[src/rtl/stream_packer.sv]
// Packs PACK_RATIO narrow stream beats into one wide word with a lane keep mask.
// The wide word sits in a registered valid/ready output stage.
module stream_packer #(
    parameter int DATA_WIDTH = 8,
    parameter int PACK_RATIO = 4
) (
    input  logic                             clk,
    input  logic                             reset,
    input  logic [DATA_WIDTH-1:0]            input_data,
    input  logic                             input_valid,
    input  logic                             input_last,
    output logic                             input_ready,
    output logic [DATA_WIDTH*PACK_RATIO-1:0] out_data,
    output logic [PACK_RATIO-1:0]            out_keep,
    output logic                             out_last,
    output logic                             out_valid,
    input  logic                             out_ready
);

    localparam int OW = DATA_WIDTH * PACK_RATIO;
    localparam int CW = (PACK_RATIO > 1) ? $clog2(PACK_RATIO) : 1;
    localparam logic [CW-1:0] LAST_IDX = CW'(PACK_RATIO - 1);

    logic [CW-1:0]         count_q, count_d;
    logic [OW-1:0]         acc_q, acc_d;
    logic [PACK_RATIO-1:0] keep_q, keep_d;
    logic [OW-1:0]         out_data_q, out_data_d;
    logic [PACK_RATIO-1:0] out_keep_q, out_keep_d;
    logic                  out_last_q, out_last_d;
    logic                  out_valid_q, out_valid_d;

    logic                  in_accept;
    logic                  out_accept;
    logic                  completing;
    logic [OW-1:0]         acc_next;
    logic [PACK_RATIO-1:0] keep_next;

    // Ready depends only on the output register and out_ready.
    assign input_ready = !out_valid_q || out_ready;
    assign in_accept   = input_valid && input_ready;
    assign out_accept  = out_valid_q && out_ready;
    assign completing  = in_accept && ((count_q == LAST_IDX) || input_last);

    always_comb begin
        acc_next  = acc_q;
        keep_next = keep_q;
        for (int i = 0; i < PACK_RATIO; i++) begin
            if (count_q == CW'(i)) begin
                acc_next[i*DATA_WIDTH +: DATA_WIDTH] = input_data;
                keep_next[i] = 1'b1;
            end
        end
    end

    // Lanes not yet written stay zero because the accumulator clears per word.
    always_comb begin
        count_d     = count_q;
        acc_d       = acc_q;
        keep_d      = keep_q;
        out_data_d  = out_data_q;
        out_keep_d  = out_keep_q;
        out_last_d  = out_last_q;
        out_valid_d = out_valid_q;
        if (out_accept) begin
            out_valid_d = 1'b0;
        end
        if (completing) begin
            out_data_d  = acc_next;
            out_keep_d  = keep_next;
            out_last_d  = input_last;
            out_valid_d = 1'b1;
            count_d     = '0;
            acc_d       = '0;
            keep_d      = '0;
        end else if (in_accept) begin
            count_d = count_q + CW'(1);
            acc_d   = acc_next;
            keep_d  = keep_next;
        end
    end

    always_ff @(posedge clk or posedge reset) begin
        if (reset) begin
            count_q     <= '0;
            acc_q       <= '0;
            keep_q      <= '0;
            out_data_q  <= '0;
            out_keep_q  <= '0;
            out_last_q  <= 1'b0;
            out_valid_q <= 1'b0;
        end else begin
            count_q     <= count_d;
            acc_q       <= acc_d;
            keep_q      <= keep_d;
            out_data_q  <= out_data_d;
            out_keep_q  <= out_keep_d;
            out_last_q  <= out_last_d;
            out_valid_q <= out_valid_d;
        end
    end

    assign out_data  = out_data_q;
    assign out_keep  = out_keep_q;
    assign out_last  = out_last_q;
    assign out_valid = out_valid_q;

endmodule

[config.mk]
export PLATFORM = sky130hd
export DESIGN_NAME = stream_packer
export DESIGN_NICKNAME = d
export VERILOG_FILES = /design/src/rtl/stream_packer.sv
export SDC_FILE = /design/constraint.sdc
export NUM_CORES = 1
export LEC_CHECK = 0
export BUFFER_PORTS_ARGS = -buffer_cell sky130_fd_sc_hd__buf_2
export CAP_MARGIN = 40
export CORE_ASPECT_RATIO = 2
export CORE_UTILIZATION = 40
export CTS_CLUSTER_SIZE = 12
export DETAILED_ROUTE_END_ITERATION = 6
export SLEW_MARGIN = 20
export SYNTH_ARGS = -nofsm -noshare
export SYNTH_HDL_FRONTEND = slang
export SYNTH_SLANG_ARGS = --single-unit
export TNS_END_PERCENT = 30
[constraint.sdc]
create_clock -name clk -period 7.9 [get_ports clk]
set_clock_uncertainty 0.1 [all_clocks]
set_input_delay 1.58 -clock clk [delete_from_list [all_inputs] [get_ports clk]]
set_output_delay 1.58 -clock clk [all_outputs]
set_load 0.02 [all_outputs]
==> impl_metrics.toml <==
[route]
wirelength_um = 7780
viasPerCell = 5.69
vias = 2383
postRouteAntennaNets = 0
route.detailed.drc = 0
wire_per_inst_um = 18.6
first_pass_iters = 4
drt_iter0_markers = 161

[clock_network]
cts_max_path_buffers = 2
cts.sinks = 76
cts_htree_levels = 3
cts_inserted_buffers = 9
cts_root_buffer = "clkbuf_16"
clk_pin_slew_worst_paths_ns = 0.05
clkLatencyLatePin_ns = 0.34
post-cts-setup-buffers = 0
postCtsHoldBufs = 0
ctsResizeCount = 0
cts_tree = "yes"

[synth]
ys_warn_count = 0
synth.avg_cell_area_um2 = 12.2
synth-seq-area-share = 0.563
synth-seq-cells = 76
synth_top_area_cell = "dfrtp_1"
synth_cell_types = 26
syn_nets = 293
syn_area_um2 = 3380
netlist.area_leader.share = 0.563
synthTopCellsByArea = "dfrtp_1, mux2i_1, a31oi_1"
synth_cells = 276

[floorplanning]
dieArea_um2 = 8830
design.core.area_um2 = 8230
pin_count = 52
fp-row-count = 47
initial_utilization = 0.410
dieWidth_um = 67.0
die_y_um = 132

[worst_setup_path]
startpoint_type = "input pin"
cp_max_fo = 2
worst_path_largest_cell_delay_ns = 0.16
crit_type = "in -> out"
cp.arrival_ns = 1.99
critPathRequiredTime_ns = 6.22
r2r_setup_slack_ns = 5.36
crit_path_frequent_cell = "buf_2"
crit_chain = "buf_2 -> nand2b_2 -> buf_2"
r2r-start = "count_q[1]$_DFFE_PP0P_"
timing.rr.end = "out_data[28]$_DFFE_PP0P_"
slowest_stage = "nand2b_2"
end_kind = "output pin"
r2r_cells = 5

[global_routing]
grt_pass1_wl_um = 12900
grt_overflow = 0
grtUsageTotal = 0.200
grt_pass1_vias = 2463
antenna_found_initial = 0
grt_max_degree = 52

[timing]
tns_ns = 0
period_share = 0.465
slew_headroom = 0.522
fmax_ghz = 0.272
rsz0062_at_grt = "no"
fin_crit_ns = 3.67
tightest_slew_ns = 0.717
timing.final.hold_violations = 0
finalMaxSlewViolations = 0
finalSetupViolCount = 0

[placement]
io_buffers = 51
dp_hpwl_um = 4870
place.gp.congestion = 0.715
placed_cells = 403

[finish]
layout_commonest_cell = "dfrtp_1"
syn_to_final_growth_pct = 17.3
final_cells = 419
drive_gt1_frac = 0.299
final_cell_mix = "dfrtp_1, buf_2, a31oi_1"
layout.nets = 333
n_antenna_cell = 0

[pwr]
power.density_nw_per_um2 = 320
peakVddDrop_uv = 149
p_leak_nw = 1.78

[worst_hold_path]
min_path_cells = 1
hp-class = "reg -> reg"
holdPathEnd = "acc_q[26]$_DFFE_PP0P_"
hold_start = "acc_q[26]$_DFFE_PP0P_"

[outcome]
status = "complete, no violations"

[job]
drv_cap = 0
synthesized netlist by cell type:
cell / count
a211oi_1: 1
a21oi_1: 16
a21oi_2: 20
a22o_1: 25
a31oi_1: 38
and2_1: 10
and3_4: 1
and4_1: 3
buf_1: 2
buf_2: 12
buf_4: 3
buf_6: 3
clkbuf_1: 7
dfrtp_1: 76
ha_1: 4
inv_1: 3
mux2i_1: 33
nand2_1: 1
nand2b_1: 1
nand3_1: 2
nand4_1: 1
nor2_1: 8
nor3b_1: 1
o211ai_2: 3
o21ai_0: 1
or2_1: 1
metrics by stage:
stage           util  cell area, µm²  total power [W]  hold WS, ns  worst slack (ns)
2_1_floorplan      -            3380         0.000774        0.353              4.04
3_3_place_gp   0.441            3630         0.000869        0.368              4.23
3_5_place_dp   0.447            3680         0.000878        0.370              4.22
4_1_cts        0.481            3960          0.00128        0.388              4.22
5_1_grt        0.481            3960          0.00133        0.403              4.21
6_report       0.481            3960          0.00127        0.382              4.23
critical path: cells and delay by family:
family / cells / cell delay [ns]
simple gates: 1 / 0.16
buf+inv: 2 / 0.25
registers in the layout, indices dropped and copies added (netlist names):
signal and flops:
out_last 1, out_valid 1, keep_q 4, acc_q 32, out_data 32, count_q 2
out_keep 4
logic make-up (layout without fill, tap and decap cells):
logic type,Yosys count,in the layout,synth area share
AO/OA/AOI/OAI,104,104,0.226
flip-flops,76,76,0.563
multiplexers,33,33,0.0979
buffers and inverters,30,75,0.0478
AND/OR/NAND/NOR,29,29,0.0504
adder cells (fa/ha/maj),4,4,0.0148
report_power, final:
group / total [W] / internal, W / switching [W]
sequential: 0.000512 / 0.000471 / 0.0000415
clock: 0.000400 / 0.000243 / 0.000157
combinational: 0.000355 / 0.000134 / 0.000221
total: 0.00127 / 0.000847 / 0.000420
routing by layer:
layer  track usage  wire (µm)  vias up
li1              -          -     1110
met1         0.250       3290     1198
met2         0.308       3940       54
met3        0.0510        306       21
met4         0.109        242        0
met5             0          0        -
layout make-up:
class	count	area (µm²)
clock inverters	5	52.6
inverters	3	11.3
well taps	98	123
repair buffers	56	325
flip-flops and latches	76	1900
fillers	773	4270
multi-input cells	170	1320
clock buffers	11	233
worst max-delay path by stage:
stage | cells past startpoint | startpoint | slack, ns | to
after global placement | 3 | out_ready | 4.23 | input_ready
after detailed placement | 3 | out_ready | 4.22 | input_ready
after floorplan | 3 | out_ready | 4.04 | input_ready
final | 3 | out_ready | 4.23 | input_ready
after global routing | 3 | out_ready | 4.21 | input_ready
after CTS | 3 | out_ready | 4.22 | input_ready
(Power assumes the default switching activity.)
